$ cat config.mk
export PLATFORM = sky130hd
export DESIGN_NAME = branch_resolve_stage
export DESIGN_NICKNAME = d
export VERILOG_FILES = /design/src/rtl/mips_branch_pkg.sv /design/src/rtl/branch_cond_eval.sv /design/src/rtl/branch_resolve_stage.sv
export SDC_FILE = /design/constraint.sdc
export NUM_CORES = 1
export LEC_CHECK = 0
export BUFFER_PORTS_ARGS = -buffer_cell sky130_fd_sc_hd__buf_2
export CORE_MARGIN = 1
export CORE_UTILIZATION = 52
export DETAILED_ROUTE_END_ITERATION = 7
export HOLD_SLACK_MARGIN = 0.05
export PLACE_DENSITY = 0.82
export SKIP_CTS_REPAIR_TIMING = 1
export SLEW_MARGIN = 20
export SYNTH_ARGS = -nofsm -noshare
export SYNTH_HDL_FRONTEND = slang
export SYNTH_SLANG_ARGS = --single-unit
export TNS_END_PERCENT = 100
$ cat constraint.sdc
create_clock -name clock_i -period 3.4 [get_ports clock_i]
set_input_delay 1.02 -clock clock_i [delete_from_list [all_inputs] [get_ports clock_i]]
set_output_delay 1.02 -clock clock_i [all_outputs]
set_load 0.005 [all_outputs]
$ cat src/rtl/mips_branch_pkg.sv
// Shared types and helpers for the EX-stage branch resolution logic.
// Branch opcode encodings, FSM states, and the condition/target arithmetic
// used by the resolver.
package mips_branch_pkg;

  // Branch/jump operation carried down the pipe with each EX instruction.
  typedef enum logic [2:0] {
    OP_NONE = 3'd0,
    OP_BEQ  = 3'd1,
    OP_BNE  = 3'd2,
    OP_BLEZ = 3'd3,
    OP_BGTZ = 3'd4,
    OP_BLTZ = 3'd5,
    OP_BGEZ = 3'd6,
    OP_J    = 3'd7
  } branch_op_t;

  // Resolver FSM: IDLE evaluates branches, SQUASH kills wrong-path work.
  typedef enum logic {
    ST_IDLE   = 1'b0,
    ST_SQUASH = 1'b1
  } state_t;

  // Width of the squash down-counter; holds squash lengths 1..7.
  localparam int unsigned SQZ_W = 3;

  // Branch condition from the ALU zero flag and sign bit.
  // sign & zero together cannot occur for a real ALU result.
  function automatic logic branch_cond(branch_op_t op, logic zero, logic sign);
    logic take;
    case (op)
      OP_BEQ:  take = zero;
      OP_BNE:  take = ~zero;
      OP_BLEZ: take = sign | zero;
      OP_BGTZ: take = ~sign & ~zero;
      OP_BLTZ: take = sign;
      OP_BGEZ: take = ~sign;
      OP_J:    take = 1'b1;
      default: take = 1'b0;
    endcase
    return take;
  endfunction

  // PC-relative target: word offset added to PC+4, carry out discarded.
  function automatic logic [31:0] branch_target(logic [31:0] pc_plus4, logic [31:0] imm);
    return pc_plus4 + {imm[29:0], 2'b00};
  endfunction

  // Pseudo-direct jump target: upper nibble of PC+4 with the word index.
  function automatic logic [31:0] jump_target(logic [31:0] pc_plus4, logic [25:0] jidx);
    return {pc_plus4[31:28], jidx, 2'b00};
  endfunction

endpackage

$ cat src/rtl/branch_cond_eval.sv
// Combinational branch evaluator: decides whether the EX instruction is
// taken and computes where fetch must go if it is.
module branch_cond_eval
  import mips_branch_pkg::*;
(
  input  logic [2:0]  op_i,
  input  logic        zero_i,
  input  logic        sign_i,
  input  logic [31:0] pc_plus4_i,
  input  logic [31:0] imm_i,
  input  logic [25:0] jidx_i,
  output logic        take_o,
  output logic [31:0] target_o
);

  branch_op_t op;

  assign op = branch_op_t'(op_i);

  // Condition and target selection; jumps use the pseudo-direct form.
  // NOTE: every output gets a value on every path, so no latch is inferred.
  always_comb begin
    take_o   = branch_cond(op, zero_i, sign_i);
    target_o = branch_target(pc_plus4_i, imm_i);
    if (op == OP_J) begin
      target_o = jump_target(pc_plus4_i, jidx_i);
    end
  end

endmodule

$ cat src/rtl/branch_resolve_stage.sv
// EX-stage branch resolver with static predict-not-taken.
// A taken branch or jump produces a one-cycle redirect/flush pulse, then
// the stage kills incoming EX instructions for SQUASH_CYCLES cycles while
// the wrong-path instructions drain. Also keeps resolved/taken perf counters.
module branch_resolve_stage
  import mips_branch_pkg::*;
#(
  parameter int unsigned SQUASH_CYCLES = 2,  // legal range 1..7
  parameter int unsigned CNT_W         = 32
) (
  input  logic             clock_i,
  input  logic             reset_i,
  input  logic             stall_i,
  input  logic             ex_valid_i,
  input  logic [2:0]       ex_branch_op_i,
  input  logic             alu_zero_i,
  input  logic             alu_sign_i,
  input  logic [31:0]      ex_pc_plus4_i,
  input  logic [31:0]      ex_imm_i,
  input  logic [25:0]      ex_jidx_i,
  output logic             redirect_o,
  output logic [31:0]      redirect_target_o,
  output logic             flush_o,
  output logic             mem_valid_o,
  output logic [CNT_W-1:0] resolved_cnt_o,
  output logic [CNT_W-1:0] taken_cnt_o
);

  localparam logic [SQZ_W-1:0] SQZ_INIT = SQZ_W'(SQUASH_CYCLES);

  state_t             state_q;
  logic [SQZ_W-1:0]   sqz_q;
  logic               redirect_q;
  logic               flush_q;
  logic               mem_valid_q;
  logic [31:0]        target_q;
  logic [CNT_W-1:0]   resolved_cnt_q;
  logic [CNT_W-1:0]   taken_cnt_q;

  logic               take;
  logic [31:0]        target;
  logic               is_branch_d;
  logic               fire_d;
  logic [CNT_W-1:0]   resolved_cnt_d;
  logic [CNT_W-1:0]   taken_cnt_d;

  branch_cond_eval u_cond (
    .op_i       (ex_branch_op_i),
    .zero_i     (alu_zero_i),
    .sign_i     (alu_sign_i),
    .pc_plus4_i (ex_pc_plus4_i),
    .imm_i      (ex_imm_i),
    .jidx_i     (ex_jidx_i),
    .take_o     (take),
    .target_o   (target)
  );

  // Qualify the evaluator with ex_valid and form the wrapping counter increments.
  always_comb begin
    is_branch_d    = ex_valid_i && (branch_op_t'(ex_branch_op_i) != OP_NONE);
    fire_d         = ex_valid_i && take;
    resolved_cnt_d = resolved_cnt_q + CNT_W'(1);
    taken_cnt_d    = taken_cnt_q + CNT_W'(1);
  end

  // Resolver FSM with registered redirect/flush/mem_valid, target and counters.
  // NOTE: state is updated with non-blocking assignments so every register
  // samples the pre-edge values, whatever order the statements are written in.
  always_ff @(posedge clock_i) begin
    if (reset_i) begin
      // NOTE: the target register is reset as well; it is a single word, not
      // a memory array, and software-visible after reset.
      state_q        <= ST_IDLE;
      sqz_q          <= '0;
      redirect_q     <= 1'b0;
      flush_q        <= 1'b0;
      mem_valid_q    <= 1'b0;
      target_q       <= '0;
      resolved_cnt_q <= '0;
      taken_cnt_q    <= '0;
    end else if (!stall_i) begin
      case (state_q)
        ST_IDLE: begin
          mem_valid_q <= ex_valid_i;
          redirect_q  <= 1'b0;
          flush_q     <= 1'b0;
          if (is_branch_d) begin
            resolved_cnt_q <= resolved_cnt_d;
          end
          if (fire_d) begin
            taken_cnt_q <= taken_cnt_d;
            redirect_q  <= 1'b1;
            flush_q     <= 1'b1;
            target_q    <= target;
            sqz_q       <= SQZ_INIT;
            state_q     <= ST_SQUASH;
          end
        end
        ST_SQUASH: begin
          // Wrong-path instructions are dropped and not evaluated.
          redirect_q  <= 1'b0;
          flush_q     <= 1'b0;
          mem_valid_q <= 1'b0;
          if (sqz_q <= SQZ_W'(1)) begin
            sqz_q   <= '0;
            state_q <= ST_IDLE;
          end else begin
            sqz_q <= sqz_q - SQZ_W'(1);
          end
        end
        default: begin
          state_q <= ST_IDLE;
          sqz_q   <= '0;
        end
      endcase
    end
  end

  assign redirect_o        = redirect_q;
  assign redirect_target_o = target_q;
  assign flush_o           = flush_q;
  assign mem_valid_o       = mem_valid_q;
  assign resolved_cnt_o    = resolved_cnt_q;
  assign taken_cnt_o       = taken_cnt_q;

endmodule
==> results.md <==
- The run finished with clean final reports.
- The post-route worst hold slack is 0.462 ns.
- The data arrival time of the critical path is 3.33 ns.
- The critical path is of the input port to flip-flop type.
- The growth of design area from synthesis to finish is 25.5%.
- Setup violations remaining at the end of the flow were counted as 0.
- In the synthesized netlist, the number of instances is 789.
- The global-route wire length before repair is 25700 um.
- The initial antenna violation count is 0.
- The timing-limited maximum frequency is 322 MHz.
- The total half-perimeter wirelength after legalization and detailed placement is 12400 um.
- The worst pin sits at a relative slew slack of 0.601.
- Counting the fill cells in the layout gives 981.
- The global routing usage summed across all routing layers is 0.270.
- The worst ir drop on vdd is 237 uV.
- The hold violation total from the final report is 0.
- In the routed layout, each cell is associated on average with a via count of 5.64.
- After synthesis, the share of cell area in mux cells is 0.0107.
- Counting flops and latches in the post-synthesis netlist gives 102.
- The flip-flop cell with the highest count after synthesis is sky130_fd_sc_hd__dfxtp_1.
- The post-synthesis adder-cell area fraction is 0.0689.
- The number of synthesis warnings is 0.
- The number of buffer cells added on primary ports is 195.
- The total wirelength of the detailed-routed design is 16500 um.
- The multi-input combinational cells in the finished layout cover a total of 0.00384 mm2.
- For the finished layout, the period the worst path requires is 3.10 ns.
- The clock insertion delay at the later pin of the skew report is 0.35 ns.
- The number of synthesized flops with an enable pin is 0.
- The largest net degree at the start of global routing is 68.
- The ratio of final minimum period to clock period is 0.913.
- Once layout is complete, the cells apart from fillers number 1140.
- The largest fanout on the critical path is 4.
- Synthesis produced a netlist with a net count of 921.
- The die covers 0.0122 mm2.
- The tool flagged a number of max-cap violations equal to 0.
- The dominant combinational cell family by area after synthesis is simple AND/OR/NAND/NOR gates.
- Of the total synthesized cell area, the portion taken by XOR and XNOR cells is 0.0991.
- The total number of vias is 6434.
- The critical path goes through buf_2, ha_1, fa_1, a211oi_1, o21ai_0, nand4_1, a21oi_1, a21boi_0, xor2_1, a2111oi_0.
- The sequential-to-total area share from yosys stat is 0.335.
- The clock tree from TritonCTS is done.
- The worst setup path is captured at a flip-flop.
- The leakage power figure is 0.00332 uW.
- For the final routed database, the setup TNS stands at 0 ns.
- The die is 110 um tall.
- The number of clock buffers added by TritonCTS is 9.
- The number of DRC markers in iteration 0 is 391.
- In the post-synthesis netlist, the biggest area contributors are sky130_fd_sc_hd__dfxtp_1, sky130_fd_sc_hd__ha_1, sky130_fd_sc_hd__nor2_1.
- Dividing the detail-routed wire length by the instance count gives 14.5 um.
- The max-slew violation count is 0.
- The number of clock sinks is 102.
- The register area is 0.00204 mm2.
- The initial utilization of the core area, before any placement, comes to 0.534.
- The synthesized design spends more area on one cell type than any other, namely sky130_fd_sc_hd__dfxtp_1.
- The share of synthesized area in the top cell type comes to 0.335.
- The kind of launch point of the worst setup path is an input port.
- The number of nets at the end of the flow is 1124.
- The repair_antennas step left the layout with diodes totalling 0.
- Setup repair after global routing left no endpoint under its margin.
- The async set or reset register ratio after synthesis is 0.
- The placement row count is 39.
- For this run, the detailed router's first-pass iteration total came to 4.
- The maximum level of the CTS H-tree is 3.
- The worst setup slack for register-to-register paths is 0.82 ns.
- The placeable core region is 0.0114 mm2.
- Power spread over the standard cell area amounts to 367 mW/mm2.
- The floorplan step set the die width to 110 um.
- The path class of the tightest hold or removal check is flip-flop to flip-flop.
- The average cell area after synthesis is 7.73 um2.
- The via count of the first global-routing pass was 5473.
- The root cell of the clock tree is sky130_fd_sc_hd__clkbuf_16.
- The detail route stage leaves a number of antenna-violating nets equal to 0.
- The longest clock path from root to sink contains 2 buffers.
- The worst stage delay on the critical path is 0.42 ns.
- Yosys mapped the design onto 63 distinct sky130hd cell types.
- For the final database, setup skew stands at 0.00905 ns.
- For this run, design rule violations remaining after detail routing come to 0.
- The standard cell with the maximum stage delay on the critical path is sky130_fd_sc_hd__fa_1.
- After clock tree synthesis, the clock-pin slew on the worst setup and hold paths is 0.07 ns.
- After detailed placement, the design holds a cell count of 1124.
- The post-synthesis share of cell area spent on and, or, nand and nor gates is 0.267.
- The share of final-layout standard cells stronger than drive strength 1 is 0.260.
- In this run the cell area of the synthesized design comes to 0.00610 mm2.
- The required time reported for the critical path endpoint is 3.63 ns.
- At the pin with the least slew margin, the transition time is 0.591 ns.
- The routability congestion estimate from global placement is 0.984.
- The leftover overflow at the end of global routing is 0.
- The share of the synthesized area in compound gates (AO/OA/AOI/OAI) was 0.185.
- The total I/O pin count is 198.
==> kinds of logic after synthesis <==
group / Yosys count
xor+xnor: 69
mux: 6
flops: 102
simple gates: 339
compound gates: 186
buf+inv: 54
fa+ha+maj: 33
==> per-stage QoR <==
| stage | utilization | power [uW] | area, um2 | setup slack, ns |
|---|---|---|---|---|
| 2_1_floorplan | - | 1610 | 6100 | 0.316 |
| 3_3_place_gp | 0.645 | 1810 | 7360 | -0.0462 |
| 3_5_place_dp | 0.645 | 1810 | 7360 | -0.0732 |
| 4_1_cts | 0.670 | 2810 | 7650 | 0.292 |
| 5_1_grt | 0.670 | 2940 | 7650 | 0.101 |
| 6_report | 0.670 | 2810 | 7650 | 0.296 |
==> cell type report <==
cell class / count / share of cell area
inverter: 20 / 0.00981
tap: 143 / 0.0234
timing repair buffer: 226 / 0.160
sequential: 102 / 0.267
clock inverter: 7 / 0.00899
multi-input combinational: 633 / 0.502
clock buffer: 9 / 0.0294
==> power by group <==
part           internal (uW)  switching [uW]
sequential              1220            18.0
combinational            240             316
clock                    514             500
total                   1970             834
==> flip-flops by register name, indices dropped and copies added (netlist names) <==
signal and count:
flush_o 1, state_q 1, resolved_cnt_o 32, mem_valid_o 1
redirect_target_o 32, taken_cnt_o 32, sqz_q 3
==> Yosys cell counts, types with 2 or more instances <==
| cell type | instances |
|---|---|
| sky130_fd_sc_hd__nor2_1 | 103 |
| sky130_fd_sc_hd__dfxtp_1 | 102 |
| sky130_fd_sc_hd__nand2_1 | 93 |
| sky130_fd_sc_hd__a21oi_1 | 65 |
| sky130_fd_sc_hd__o21ai_0 | 55 |
| sky130_fd_sc_hd__xor2_1 | 40 |
| sky130_fd_sc_hd__ha_1 | 32 |
| sky130_fd_sc_hd__clkbuf_1 | 29 |
| sky130_fd_sc_hd__xnor2_1 | 29 |
| sky130_fd_sc_hd__nand3_1 | 28 |
| sky130_fd_sc_hd__nor3_1 | 24 |
| sky130_fd_sc_hd__nand4_1 | 22 |
| sky130_fd_sc_hd__or3_1 | 21 |
| sky130_fd_sc_hd__inv_1 | 20 |
| sky130_fd_sc_hd__a211oi_1 | 8 |
| sky130_fd_sc_hd__a31oi_1 | 8 |
| sky130_fd_sc_hd__and3_1 | 8 |
| sky130_fd_sc_hd__nor4_1 | 7 |
| sky130_fd_sc_hd__a311oi_1 | 6 |
| sky130_fd_sc_hd__a21o_1 | 5 |
| sky130_fd_sc_hd__and4_1 | 5 |
| sky130_fd_sc_hd__nand2b_1 | 5 |
| sky130_fd_sc_hd__nor2b_1 | 5 |
| sky130_fd_sc_hd__a2111oi_0 | 4 |
| sky130_fd_sc_hd__a221oi_1 | 4 |
| sky130_fd_sc_hd__and2_1 | 4 |
| sky130_fd_sc_hd__mux2_2 | 4 |
| sky130_fd_sc_hd__o21a_1 | 4 |
| sky130_fd_sc_hd__a21boi_0 | 3 |
| sky130_fd_sc_hd__buf_1 | 3 |
| sky130_fd_sc_hd__o211ai_1 | 3 |
| sky130_fd_sc_hd__o21ai_1 | 3 |
| sky130_fd_sc_hd__mux2i_1 | 2 |
| sky130_fd_sc_hd__nor3_2 | 2 |
| sky130_fd_sc_hd__nor3b_1 | 2 |
| sky130_fd_sc_hd__o21bai_1 | 2 |
| sky130_fd_sc_hd__o31ai_1 | 2 |
| sky130_fd_sc_hd__o32ai_1 | 2 |
==> layer usage <==
layer  global-route usage  routed length, um
met1                0.345               7260
met2                0.458               7860
met3               0.0517               1190
met4               0.0836                242
met5                    0                  0
==> cells in the final DEF (no fill, tap or decap), types with 3 or more instances in the layout <==
cell,Yosys,final
sky130_fd_sc_hd__xnor2_1,29,29
sky130_fd_sc_hd__buf_2,0,195
sky130_fd_sc_hd__a31oi_1,8,8
sky130_fd_sc_hd__mux2_2,4,4
sky130_fd_sc_hd__o21ai_1,3,3
sky130_fd_sc_hd__nor4_1,7,7
sky130_fd_sc_hd__nand2_1,93,93
sky130_fd_sc_hd__or3_1,21,21
sky130_fd_sc_hd__nand2b_1,5,5
sky130_fd_sc_hd__nor3_1,24,24
sky130_fd_sc_hd__nand4_1,22,22
sky130_fd_sc_hd__inv_1,20,20
sky130_fd_sc_hd__a311oi_1,6,6
sky130_fd_sc_hd__a21oi_1,65,65
sky130_fd_sc_hd__a211oi_1,8,8
sky130_fd_sc_hd__and3_1,8,8
sky130_fd_sc_hd__and2_1,4,4
sky130_fd_sc_hd__a221oi_1,4,4
sky130_fd_sc_hd__o21a_1,4,3
sky130_fd_sc_hd__o211ai_1,3,3
sky130_fd_sc_hd__a21o_1,5,5
sky130_fd_sc_hd__dfxtp_1,102,102
sky130_fd_sc_hd__nand3_1,28,28
sky130_fd_sc_hd__and4_1,5,5
sky130_fd_sc_hd__buf_4,1,30
sky130_fd_sc_hd__nor2_1,103,103
sky130_fd_sc_hd__o21ai_0,55,55
sky130_fd_sc_hd__clkbuf_16,0,9
sky130_fd_sc_hd__a2111oi_0,4,4
sky130_fd_sc_hd__nor2b_1,5,5
sky130_fd_sc_hd__a21boi_0,3,3
sky130_fd_sc_hd__xor2_1,40,40
sky130_fd_sc_hd__ha_1,32,32
==> worst max-delay path: cells and delay by family <==
family / cells / cell delay [ns]
AOI/OAI and AO/OA: 5 / 1.28
xor gates and xnor gates: 1 / 0.12
adders and majority gates: 2 / 0.64
buffers and inverters: 1 / 0.10
and+or+nand+nor: 1 / 0.18
==> worst paths after layout <==
check,cells past startpoint,to,from
max,10,redirect_target_o[22],ex_pc_plus4_i[2]
min,2,redirect_target_o[1],redirect_target_o[1]
max reg2reg,6,taken_cnt_o[26],taken_cnt_o[8]
min reg2reg,2,redirect_target_o[1],redirect_target_o[1]
Power figures use the tool's default switching activity.
